`config.mk`:
```
export PLATFORM = sky130hd
export DESIGN_NAME = scoreboard_core_flat
export DESIGN_NICKNAME = d
export VERILOG_FILES = /design/src/rtl/scoreboard_core_if.sv /design/src/rtl/scoreboard_core.sv /design/src/flat_wrapper.sv
export SDC_FILE = /design/constraint.sdc
export NUM_CORES = 1
export LEC_CHECK = 0
export ABC_AREA = 1
export BUFFER_PORTS_ARGS = -buffer_cell sky130_fd_sc_hd__buf_2
export CAP_MARGIN = 20
export CORE_ASPECT_RATIO = 0.8
export CORE_UTILIZATION = 60
export DETAILED_ROUTE_END_ITERATION = 10
export PLACE_DENSITY = 0.82
export REMOVE_ABC_BUFFERS = 1
export SYNTH_ARGS = -nofsm -noshare
export SYNTH_HDL_FRONTEND = slang
export SYNTH_SLANG_ARGS = --single-unit
```
`constraint.sdc`:
```
create_clock -name wb_clk_i -period 2.1 [get_ports wb_clk_i]
set_input_delay 0.105 -clock wb_clk_i [delete_from_list [all_inputs] [get_ports wb_clk_i]]
set_output_delay 0.105 -clock wb_clk_i [all_outputs]
set_load 0.005 [all_outputs]
```
`src/rtl/scoreboard_core_if.sv`:
```
// Pad-side bundle for scoreboard_core: raw buttons in, packed BCD scores and
// multiplexed 7-segment display out. The core uses the slave modport.
interface scoreboard_core_if #(
  parameter int NUM_TEAMS    = 2,
  parameter int SCORE_DIGITS = 2
);
  localparam int ND = NUM_TEAMS * SCORE_DIGITS;

  logic [NUM_TEAMS-1:0] btn_inc_i;
  logic [NUM_TEAMS-1:0] btn_dec_i;
  logic                 btn_clr_i;
  logic [ND*4-1:0]      score_o;
  logic [6:0]           seg_o;
  logic [ND-1:0]        dig_en_o;
  logic [6+ND:0]        io_oeb_o;

  modport master (
    output btn_inc_i, btn_dec_i, btn_clr_i,
    input  score_o, seg_o, dig_en_o, io_oeb_o
  );

  modport slave (
    input  btn_inc_i, btn_dec_i, btn_clr_i,
    output score_o, seg_o, dig_en_o, io_oeb_o
  );
endinterface

```
`src/rtl/scoreboard_core.sv`:
```
// Debounced N-team BCD scoreboard with a scanned 7-segment display; a press lands on score_o DEBOUNCE_CYCLES+3 cycles after first sample.
// Scores saturate by default; defining SCOREBOARD_ROLLOVER_EN makes inc/dec wrap at the limits instead.
module scoreboard_core #(
  parameter int NUM_TEAMS       = 2,
  parameter int SCORE_DIGITS    = 2,
  parameter int DEBOUNCE_CYCLES = 50000,
  parameter int SCAN_DIV        = 10000
) (
  input  logic             wb_clk_i,
  input  logic             wb_rst_i,
  scoreboard_core_if.slave bus
);
  localparam int NB = 2 * NUM_TEAMS + 1;
  localparam int ND = NUM_TEAMS * SCORE_DIGITS;
  localparam int DW = SCORE_DIGITS * 4;
  localparam int CW = $clog2(DEBOUNCE_CYCLES);
  localparam int SW = $clog2(SCAN_DIV);
  localparam int IW = (ND > 1) ? $clog2(ND) : 1;
  localparam logic [DW-1:0] MAX_SCORE = {SCORE_DIGITS{4'h9}};

  function automatic logic [DW-1:0] bcd_inc(input logic [DW-1:0] v);
    logic [DW-1:0] r;
    logic          carry;
    r     = v;
    carry = 1'b1;
    for (int i = 0; i < SCORE_DIGITS; i++) begin
      if (carry) begin
        if (v[i*4 +: 4] == 4'd9) begin
          r[i*4 +: 4] = 4'd0;
        end else begin
          r[i*4 +: 4] = v[i*4 +: 4] + 4'd1;
          carry       = 1'b0;
        end
      end
    end
    return r;
  endfunction

  function automatic logic [DW-1:0] bcd_dec(input logic [DW-1:0] v);
    logic [DW-1:0] r;
    logic          borrow;
    r      = v;
    borrow = 1'b1;
    for (int i = 0; i < SCORE_DIGITS; i++) begin
      if (borrow) begin
        if (v[i*4 +: 4] == 4'd0) begin
          r[i*4 +: 4] = 4'd9;
        end else begin
          r[i*4 +: 4] = v[i*4 +: 4] - 4'd1;
          borrow      = 1'b0;
        end
      end
    end
    return r;
  endfunction

  function automatic logic [6:0] seg7(input logic [3:0] n);
    logic [6:0] s;
    case (n)
      4'd0:    s = 7'b0111111;
      4'd1:    s = 7'b0000110;
      4'd2:    s = 7'b1011011;
      4'd3:    s = 7'b1001111;
      4'd4:    s = 7'b1100110;
      4'd5:    s = 7'b1101101;
      4'd6:    s = 7'b1111101;
      4'd7:    s = 7'b0000111;
      4'd8:    s = 7'b1111111;
      4'd9:    s = 7'b1101111;
      default: s = 7'b0000000;
    endcase
    return s;
  endfunction

  // Button order: inc[NUM_TEAMS-1:0], dec[NUM_TEAMS-1:0], clr on top.
  logic [NB-1:0] raw;
  assign raw = {bus.btn_clr_i, bus.btn_dec_i, bus.btn_inc_i};

  logic [NB-1:0]         sync1_q, sync1_d, sync2_q, sync2_d;
  logic [NB-1:0]         db_q, db_d, db_prev_q, db_prev_d, ev_q, ev_d;
  logic [NB-1:0][CW-1:0] cnt_q, cnt_d;
  logic [ND*4-1:0]       score_q, score_d;
  logic [SW-1:0]         scan_q, scan_d;
  logic [IW-1:0]         idx_q, idx_d;
  logic [ND-1:0]         dig_en_q, dig_en_d;
  logic [6:0]            seg_q, seg_d;
  logic [DW-1:0]         cur;

  always_comb begin
    sync1_d = raw;
    sync2_d = sync1_q;
    db_d    = db_q;
    cnt_d   = cnt_q;
    for (int b = 0; b < NB; b++) begin
      if (sync2_q[b] != db_q[b]) begin
        if (cnt_q[b] == CW'(DEBOUNCE_CYCLES - 1)) begin
          db_d[b]  = ~db_q[b];
          cnt_d[b] = '0;
        end else begin
          cnt_d[b] = cnt_q[b] + 1'b1;
        end
      end else begin
        cnt_d[b] = '0;
      end
    end
    db_prev_d = db_q;
    ev_d      = db_q & ~db_prev_q;
  end

  // Clear wins over everything; inc and dec together on one team cancel.
  always_comb begin
    score_d = score_q;
    cur     = '0;
    if (ev_q[NB-1]) begin
      score_d = '0;
    end else begin
      for (int t = 0; t < NUM_TEAMS; t++) begin
        cur = score_q[t*DW +: DW];
        if (ev_q[t] && !ev_q[NUM_TEAMS+t]) begin
`ifdef SCOREBOARD_ROLLOVER_EN
          score_d[t*DW +: DW] = bcd_inc(cur);
`else
          if (cur != MAX_SCORE) score_d[t*DW +: DW] = bcd_inc(cur);
`endif
        end else if (ev_q[NUM_TEAMS+t] && !ev_q[t]) begin
`ifdef SCOREBOARD_ROLLOVER_EN
          score_d[t*DW +: DW] = bcd_dec(cur);
`else
          if (cur != '0) score_d[t*DW +: DW] = bcd_dec(cur);
`endif
        end
      end
    end
  end

  // Segments track the live nibble, so a score change shows on the next refresh.
  always_comb begin
    scan_d = scan_q + 1'b1;
    idx_d  = idx_q;
    if (scan_q == SW'(SCAN_DIV - 1)) begin
      scan_d = '0;
      idx_d  = (idx_q == IW'(ND - 1)) ? '0 : idx_q + 1'b1;
    end
    dig_en_d        = '0;
    dig_en_d[idx_q] = 1'b1;
    seg_d           = seg7(score_q[{idx_q, 2'b00} +: 4]);
  end

  always_ff @(posedge wb_clk_i or negedge wb_rst_i) begin
    if (!wb_rst_i) begin
      sync1_q   <= '0;
      sync2_q   <= '0;
      db_q      <= '0;
      db_prev_q <= '0;
      ev_q      <= '0;
      cnt_q     <= '0;
      score_q   <= '0;
      scan_q    <= '0;
      idx_q     <= '0;
      dig_en_q  <= ND'(1);
      seg_q     <= 7'b0111111;
    end else begin
      sync1_q   <= sync1_d;
      sync2_q   <= sync2_d;
      db_q      <= db_d;
      db_prev_q <= db_prev_d;
      ev_q      <= ev_d;
      cnt_q     <= cnt_d;
      score_q   <= score_d;
      scan_q    <= scan_d;
      idx_q     <= idx_d;
      dig_en_q  <= dig_en_d;
      seg_q     <= seg_d;
    end
  end

  assign bus.score_o  = score_q;
  assign bus.seg_o    = seg_q;
  assign bus.dig_en_o = dig_en_q;
  assign bus.io_oeb_o = '0;
endmodule
```
`src/flat_wrapper.sv`:
```
// flat-port wrapper written by rule: the top's interface ports become plain ports
module scoreboard_core_flat 
#(
  parameter int NUM_TEAMS       = 2,
  parameter int SCORE_DIGITS    = 2,
  parameter int DEBOUNCE_CYCLES = 50000,
  parameter int SCAN_DIV        = 10000
)
  (wb_clk_i, wb_rst_i, bus_btn_inc_i, bus_btn_dec_i, bus_btn_clr_i, bus_score_o, bus_seg_o, bus_dig_en_o, bus_io_oeb_o);
  scoreboard_core_if #(.NUM_TEAMS(NUM_TEAMS), .SCORE_DIGITS(SCORE_DIGITS)) bus_i ();
  input  logic wb_clk_i;
  input  logic wb_rst_i;
  input wire logic [$bits(bus_i.btn_inc_i)-1:0] bus_btn_inc_i;
  input wire logic [$bits(bus_i.btn_dec_i)-1:0] bus_btn_dec_i;
  input wire logic [$bits(bus_i.btn_clr_i)-1:0] bus_btn_clr_i;
  output wire logic [$bits(bus_i.score_o)-1:0] bus_score_o;
  output wire logic [$bits(bus_i.seg_o)-1:0] bus_seg_o;
  output wire logic [$bits(bus_i.dig_en_o)-1:0] bus_dig_en_o;
  output wire logic [$bits(bus_i.io_oeb_o)-1:0] bus_io_oeb_o;
  assign bus_i.btn_inc_i = bus_btn_inc_i;
  assign bus_i.btn_dec_i = bus_btn_dec_i;
  assign bus_i.btn_clr_i = bus_btn_clr_i;
  assign bus_score_o = bus_i.score_o;
  assign bus_seg_o = bus_i.seg_o;
  assign bus_dig_en_o = bus_i.dig_en_o;
  assign bus_io_oeb_o = bus_i.io_oeb_o;
  scoreboard_core #(.NUM_TEAMS(NUM_TEAMS), .SCORE_DIGITS(SCORE_DIGITS), .DEBOUNCE_CYCLES(DEBOUNCE_CYCLES), .SCAN_DIV(SCAN_DIV)) u_core (.wb_clk_i(wb_clk_i), .wb_rst_i(wb_rst_i), .bus(bus_i));
endmodule
```
==> results of run 1 <==
## critical path, stage by stage (launching register included)
cell	delay [ns]
dfrtp_1	0.51
buf_4	0.22
nand2_1	0.07
o211ai_1	0.08
nand2_1	0.16
inv_1	0.12
ha_1	0.30
inv_1	0.04
o21ai_0	0.16
nand2_1	0.07
nand2_1	0.06
## layout make-up
cell class | count | area, sq um
fillers | 1087 | 4178
multi-input cells | 727 | 3905
flip-flops and latches | 148 | 3712
inverters | 140 | 525.5
clock buffers | 19 | 452.9
repair buffers | 48 | 324.1
well taps | 180 | 225.2
clock inverters | 13 | 180.2
## power by group through the flow
stage	Clock, W	Sequential, W	Combinational, W
after floorplan	0	0.00295	0.0000728
after global placement	0	0.00296	0.000161
after CTS	0.00326	0.00291	0.000177
after global routing	0.00341	0.00291	0.000199
final	0.00321	0.00291	0.000172
after detailed placement	0	0.00296	0.000166
## stage by stage
stage,power [W],cells
global route,0.006519,1275
finish,0.006296,1275
global placement,0.003120,1237
CTS,0.006345,1275
floorplan,0.003027,1015
detailed placement,0.003126,1237
## worst paths after layout
kind / start / slack, ns / endpoint / cells past startpoint
setup / recovery: u_core.idx_q[0] / 0.24 / u_core.bus.seg_o[3] / 10
hold / removal: wb_rst_i / 0.21 / u_core.cnt_q[43] / 2
setup reg to reg: u_core.idx_q[0] / 0.24 / u_core.bus.seg_o[3] / 10
hold reg to reg: u_core.sync1_q[2] / 0.34 / u_core.sync2_q[2] / 0
max in group asynchronous: wb_rst_i / 1.23 / u_core.cnt_q[6] / 3
min in group wb_clk_i: bus_btn_clr_i / 0.32 / u_core.sync1_q[4] / 2
## cells in the final DEF (no fill, tap or decap), drive strengths merged, types with 2 or more instances in the layout
| cell type | instances |
|---|---|
| nand2 | 211 |
| nor2 | 171 |
| buf | 42 |
| nand3 | 93 |
| dlygate4sd3 | 6 |
| dfrtp | 141 |
| xor2 | 40 |
| xnor2 | 10 |
| o211ai | 2 |
| and3 | 4 |
| ha | 30 |
| inv | 140 |
| clkinvlp | 3 |
| nor3 | 37 |
| a21oi | 34 |
| o21bai | 3 |
| nand3b | 4 |
| conb | 11 |
| o21ai | 30 |
| dfstp | 7 |
| bufinv | 4 |
| nand4 | 33 |
| nor3b | 10 |
| a31oi | 2 |
| clkbuf | 19 |
| clkinv | 6 |
## flip-flops by register name, summed over array words and instances, names as in the netlist
register             flops
u_core.cnt_q            80
u_core.bus.score_o      16
u_core.scan_q           14
u_core.bus.seg_o         7
u_core.db_prev_d         5
u_core.db_prev_q         5
u_core.ev_q              5
u_core.sync1_q           5
u_core.sync2_q           5
u_core.bus.dig_en_o      4
u_core.idx_q             2
## logic make-up after synthesis
kind of cell	count (synthesis)	share of synthesized area
xor gates and xnor gates	50	0.05279
adders and majority gates	30	0.04525
DFF	148	0.4475
AOI/OAI and AO/OA	72	0.04751
other	1	0.0004521
buffers and inverters	165	0.08718
and+or+nand+nor	564	0.3193
## routing by layer
metal | up-vias | routed length (um) | track usage
met5 | - | 0 | 0
met2 | 183 | 7354 | 0.3728
met1 | 3083 | 7974 | 0.3535
li1 | 3370 | - | -
met4 | 0 | 277 | 0.07792
met3 | 25 | 899 | 0.05721
## what timing repair did
action / 4_1_cts / 5_1_grt
endpoints found under the hold margin: 60 / 0
gates resized for setup: 0 / 1
hold buffers: 6 / 0
setup endpoints to repair: 0 / 1
==> run metrics, run 1 <==
post-synth top area cell dfrtp_1; Final min period 1.858 ns; Tightest Pin Transition 0.5379 ns; initial drt markers 495; detailed placement HPWL 11440 um; Port Buffers 33; Final WS setup 0.2419 ns; synth-to-layout area growth 12.41%; Max VDD drop 0.0005790 V; Via density 5.224; wire per inst 12.95 um; CP max FO 13; most numerous cell in the Yosys netlist nand2_1; # Max-Cap Violations 0; die area 14300 sq um; Vias 6661; setup TNS 0 ns; sequential share of power 0.462; post-place setup slack 0.2015 ns; Worst Setup Start Kind flip-flop; CTS Buf Count 17; Most used DFF post-synth dfrtp_1; Top-Level Pins 45; sequential share of the synthesized area 0.4475; critical path capture point type flip-flop; #FFs+latches synth 148; drt drc 0; DIE HEIGHT 107.2 um; unrepaired setup endpoints after global routing no; htree depth 4; clock power share 0.511; CTS tree yes; Design Area, Final 9325 sq um; asr flop ratio synth 1.000; max frequency 0.5382 GHz; Core Area 13500 sq um; Synth Warn # 0; ranking of synthesized cells by area dfrtp_1 43%, nand2_1 9.0%, nor2_1 7.5%, inv_1 5.8%, nand3_1 5.0%; final antenna-violating net count 0; vias in the first global route 6001; Final Hold Slack 0.2116 ns; Comb power frac 0.027; status completed; 1st-pass router iterations 7; CTS Buffer Depth 2; PwrDens 675.1 nW/um^2; CP required 2.46 ns; initial antenna violation count 0; gpl congestion 0.9050; clock skew 0.007051 ns; wirelength, routed 16510 um; Antenna Cells 0; fraction of layout cells with a size suffix above 1 0.1288; CP Class flip-flop to flip-flop; P_int 0.004985 W; clk sink count 148; Worst-Skew Late Latency 0.42 ns; number of library cell types mapped by synthesis 38; clk root buf clkbuf_16; Initial Utilization 0.6143; pin count of the biggest net entering global routing 58; clock slew at reported path FFs 0.06 ns; DIE WIDTH 133.5 um; Final Setup Violations 0; Sw Pwr 0.001311 W; post-route core utilization 0.6906; Final period util 0.8848; Nets 1119; Placed Area 8625 sq um; Mapped Cells 1030; gr usage total 0.2473; top cells by count, synth 200 x nand2_1, 165 x nor2_1, 141 x dfrtp_1, 128 x inv_1, 83 x nand3_1; first-pass GRT wire length 28130 um; Row Count 38; Sw Share 0.2083; synthesized area per cell 8.054 sq um; number of post-CTS setup repair buffers 0; mapped cell area 8295 sq um; slew margin rel. 0.6414; total grt overflow 0; Max Transition Viols Final 0; LEAKAGE 4.504 nW; EDFF count, synth 0; endpoints failing hold 0; WP data arrival 2.22 ns; area fraction of the dominant cell type after synthesis 0.4253; min-delay worst type input pin to async pin
Note: power is estimated with default switching activity, not from simulation.
==> inputs of run 2 (changes only) <==
Clock period 2.1 ns to 2.3 ns, I/O delays scaled along.
==> run metrics, run 2 (synthesized netlist as in run 1, its figures left out) <==
wirelength, routed 16130 um; die area 14300 sq um; Via density 5.257; Worst-Skew Late Latency 0.42 ns; slew margin rel. 0.6189; setup TNS 0 ns; status completed; clock skew 0.01236 ns; detailed placement HPWL 11410 um; synth-to-layout area growth 11.51%; most common cell after layout, fill and taps aside nand2_1; LEAKAGE 4.445 nW; Antenna Cells 0; first-pass GRT wire length 27940 um; Largest Register u_core.cnt_q; DIE WIDTH 133.5 um; min-delay worst type input pin to async pin; WP data arrival 2.34 ns; endpoints failing hold 0; CTS tree yes; vias in the first global route 6129; final antenna-violating net count 0; fraction of layout cells with a size suffix above 1 0.1220; Fillers 1033; CP max FO 19; Port Buffers 33; clock slew at reported path FFs 0.06 ns; Tightest Pin Transition 0.5676 ns; max FFs per register 80; 1st-pass router iterations 6; Max Transition Viols Final 0; gpl congestion 0.8986; most frequent cells in the layout 200 x nand2_1, 165 x nor2_1, 141 x dfrtp_1, 128 x inv_1, 83 x nand3_1; PwrDens 606.7 nW/um^2; Vias 6676; Core Area 13500 sq um; Nets 1114; Initial Utilization 0.6143; wire per inst 12.70 um; Register Area 3712 sq um; unrepaired setup endpoints after global routing no; DIE HEIGHT 107.2 um; Worst Setup Start Kind flip-flop; Multi-input gate area 3897 sq um; drt drc 0; htree depth 4; total power 0.005612 W; CTS Buf Count 17; Final period util 0.8660; Top-Level Pins 45; Final Hold Slack 0.1622 ns; placed cell count 1232; pin count of the biggest net entering global routing 58; CP Class flip-flop to flip-flop; clk root buf clkbuf_16; initial antenna violation count 0; Final min period 1.992 ns; Cell Count, Final, Fillers Out 1270; max frequency 0.5021 GHz; CP required 2.65 ns; gr usage total 0.2445; clk sink count 148; total grt overflow 0; Max VDD drop 0.0004727 V; # resized after CTS 0; Final Setup Violations 0; # Max-Cap Violations 0; initial drt markers 545; CTS Buffer Depth 2; critical path capture point type flip-flop; Row Count 38
run 2: cell count changes in the layout (fill, tap and decap cells not counted), sizes merged:
cell and change:
clkinvlp +4, buf -5, inv -1, bufinv -1, clkbuf +1, clkinv -3
run 2: final timing paths:
check | from | end | slack, ns | depth (start not counted)
setup reg to reg | u_core.idx_q[0] | u_core.bus.seg_o[3] | 0.31 | 8
min in group wb_clk_i | bus_btn_inc_i[0] | u_core.sync1_q[0] | 0.33 | 2
hold reg to reg | u_core.sync1_q[0] | u_core.sync2_q[0] | 0.35 | 0
setup / recovery | u_core.idx_q[0] | u_core.bus.seg_o[3] | 0.31 | 8
hold / removal | wb_rst_i | u_core.sync2_q[2] | 0.16 | 2
max in group asynchronous | wb_rst_i | u_core.bus.seg_o[4] | 1.50 | 3
run 2: metrics by stage:
| step | setup slack (ns) | util | instance area [sq um] |
|---|---|---|---|
| after global routing | 0.06158 | 0.6850 | 9250 |
| after detailed placement | 0.3711 | 0.6359 | 8587 |
| final | 0.3083 | 0.6850 | 9250 |
| after global placement | 0.4274 | 0.6359 | 8587 |
| after CTS | 0.3362 | 0.6850 | 9250 |
| after floorplan | 0.5785 | - | 8135 |
run 2: timing repair:
action | in CTS | in global routing
buffers inserted | 0 | 0
hold buffers | 6 | 0
endpoints found under the hold margin | 146 | 0
run 2: layout make-up:
cell class                 instances  share of cell area
multi-input combinational        727              0.4213
sequential                       148              0.4013
inverter                         140             0.05681
clock buffer                      20             0.04829
timing repair buffer              43             0.03098
tap                              180             0.02435
clock inverter                    12             0.01691
run 2: power by group:
group | internal [W] | leakage, nW | switching [W] | total (W)
Combinational | 0.0000466 | 2.18 | 0.000108 | 0.000154
Clock | 0.00173 | 0.271 | 0.00107 | 0.00280
Sequential | 0.00264 | 1.99 | 0.0000207 | 0.00266
run 2: worst max-delay path, stage by stage (launching register included):
cell	delay [ns]
dfrtp_1	0.66
nand2_1	0.11
a32oi_1	0.37
inv_1	0.16
ha_1	0.30
inv_1	0.04
o21ai_0	0.14
nand2_1	0.06
nand2_1	0.07
run 2: metal layers:
metal	routed length, um	part of all wire	global-route usage
met5	0	0	0
met2	7025	0.44	0.3679
met1	7974	0.49	0.3475
met4	278	0.017	0.09334
met3	854	0.053	0.05059
==> inputs of run 3 (changes only) <==
Settings changed: CELL_PAD_IN_SITES_DETAIL_PLACEMENT set to 0, CELL_PAD_IN_SITES_GLOBAL_PLACEMENT set to 1, CORE_UTILIZATION 60 to 50, PLACE_DENSITY 0.82 to 0.89, SKIP_LAST_GASP set to 1.
==> run metrics, run 3 (synthesized netlist as in run 1, its figures left out) <==
DIE HEIGHT 117.2 um; clk root buf clkbuf_16; final antenna-violating net count 0; crit path to u_core.bus.seg_o[3]; max FFs per register 80; WP data arrival 2.34 ns; Final Hold Slack 0.2682 ns; most frequent cells in the layout 200 x nand2_1, 165 x nor2_1, 141 x dfrtp_1, 128 x inv_1, 83 x nand3_1; most common cell after layout, fill and taps aside nand2_1; number of post-CTS setup repair buffers 0; CTS tree yes; die area 17110 sq um; wire per inst 12.32 um; fraction of layout cells with a size suffix above 1 0.1261; PwrDens 597.0 nW/um^2; first-pass GRT wire length 28230 um; post-route core utilization 0.5805; CTS Buf Count 17; DIE WIDTH 146.0 um; CP max FO 19; Worst path top cell family by delay flip-flops; 1st-pass router iterations 5; Final period util 0.8599; CP Class flip-flop to flip-flop; RR Startpoint u_core.idx_q[0]; Vias 6473; Max VDD drop 0.0004462 V; min-delay worst type input pin to async pin; initial drt markers 409; synth-to-layout area growth 12.01%; Max stage delay cell, worst path dfrtp_1; total grt overflow 0; CP required 2.66 ns; drt drc 0; r2r setup slk 0.32 ns; htree depth 4; CP dominant cell by count nand2_1; post-place setup slack 0.3297 ns; CTS Buffer Depth 2; endpoints failing hold 0; Worst-Skew Late Latency 0.42 ns; Nets 1118; WP buf/inv 2; slowest stage delay, CP 0.66 ns; detailed placement HPWL 11640 um; Max Transition Viols Final 0; Via density 4.945; gpl congestion 0.8344; status completed; crit-path cells nand2_1 > a32oi_1 > inv_1 > ha_1 > inv_1 > o21ai_0 > nand2_1 > nand2_1; gr usage total 0.2060; Cell Count, Final, Fillers Out 1309; crit path from u_core.idx_q[0]; Critical Path Stages 8; reg2reg end u_core.bus.seg_o[3]; critical path capture point type flip-flop; clock slew at reported path FFs 0.06 ns; pin count of the biggest net entering global routing 77; Port Buffers 33; Largest Register u_core.cnt_q; vias in the first global route 5914; setup TNS 0 ns; worst r2r path cells 8; clk sink count 148; unrepaired setup endpoints after global routing no; initial antenna violation count 0; clock skew 0.01024 ns; Tightest Pin Transition 0.7125 ns; LEAKAGE 4.471 nW; # Max-Cap Violations 0; Final min period 1.978 ns; placed cell count 1271; max frequency 0.5056 GHz; Initial Utilization 0.5183; Final Setup Violations 0; Antenna Cells 0; Row Count 41; Top-Level Pins 45; wirelength, routed 16120 um; Final WS setup 0.3222 ns; slew margin rel. 0.5250; Worst Setup Start Kind flip-flop; Core Area 16010 sq um
run 3: power breakdown:
part | internal (W) | total, W | switching [W] | leakage (nW)
Clock | 0.00161 | 0.00273 | 0.00112 | 0.283
Sequential | 0.00263 | 0.00266 | 0.0000210 | 1.99
Combinational | 0.0000488 | 0.000158 | 0.000109 | 2.19
run 3: layer usage:
metal  vias to the layer above  share of wire  wire, um  global-route usage
met3                         7          0.041       659             0.04651
met2                       121           0.42      6748              0.3104
met4                         0         0.0079       127             0.05972
met1                      2973           0.53      8586              0.2982
li1                       3372              -         -                   -
met5                         -              0         0                   0
run 3: worst reg2reg max path, delay by kind of cell, from the launching register on:
kind / cells / cell delay (ns)
AOI/OAI and AO/OA: 2 / 0.51
adders and majority gates: 1 / 0.31
buffers and inverters: 2 / 0.20
DFF: 1 / 0.66
and+or+nand+nor: 3 / 0.25
run 3: what timing repair did:
| item | CTS | global route |
|---|---|---|
| hold buffers | 6 | 0 |
| resized for setup | 0 | 0 |
| hold endpoints to repair | 72 | 0 |
run 3: worst min-delay path by stage:
stage               slack (ns)  cells past startpoint                      to
floorplan                -0.18                      0  u_core.bus.dig_en_o[1]
global placement          0.20                      1        u_core.scan_q[7]
detailed placement        0.20                      1        u_core.scan_q[6]
CTS                       0.31                      2       u_core.scan_q[10]
global route              0.31                      2       u_core.sync1_q[0]
finish                    0.27                      2        u_core.scan_q[6]
run 3: cell type report:
type	count	area, sq um
tap	215	269.0
sequential	148	3712
inverter	140	525.5
clock buffer	18	429.2
clock inverter	14	153.9
timing repair buffer	47	304.0
fill	1473	6714
multi-input combinational	727	3897
run 3: per-stage QoR:
stage                     instance area, sq um  total power, W
after floorplan                           8135        0.002764
after global placement                    8648        0.002854
after detailed placement                  8648        0.002858
after CTS                                 9291        0.005616
after global routing                      9291        0.005759
final                                     9291        0.005547
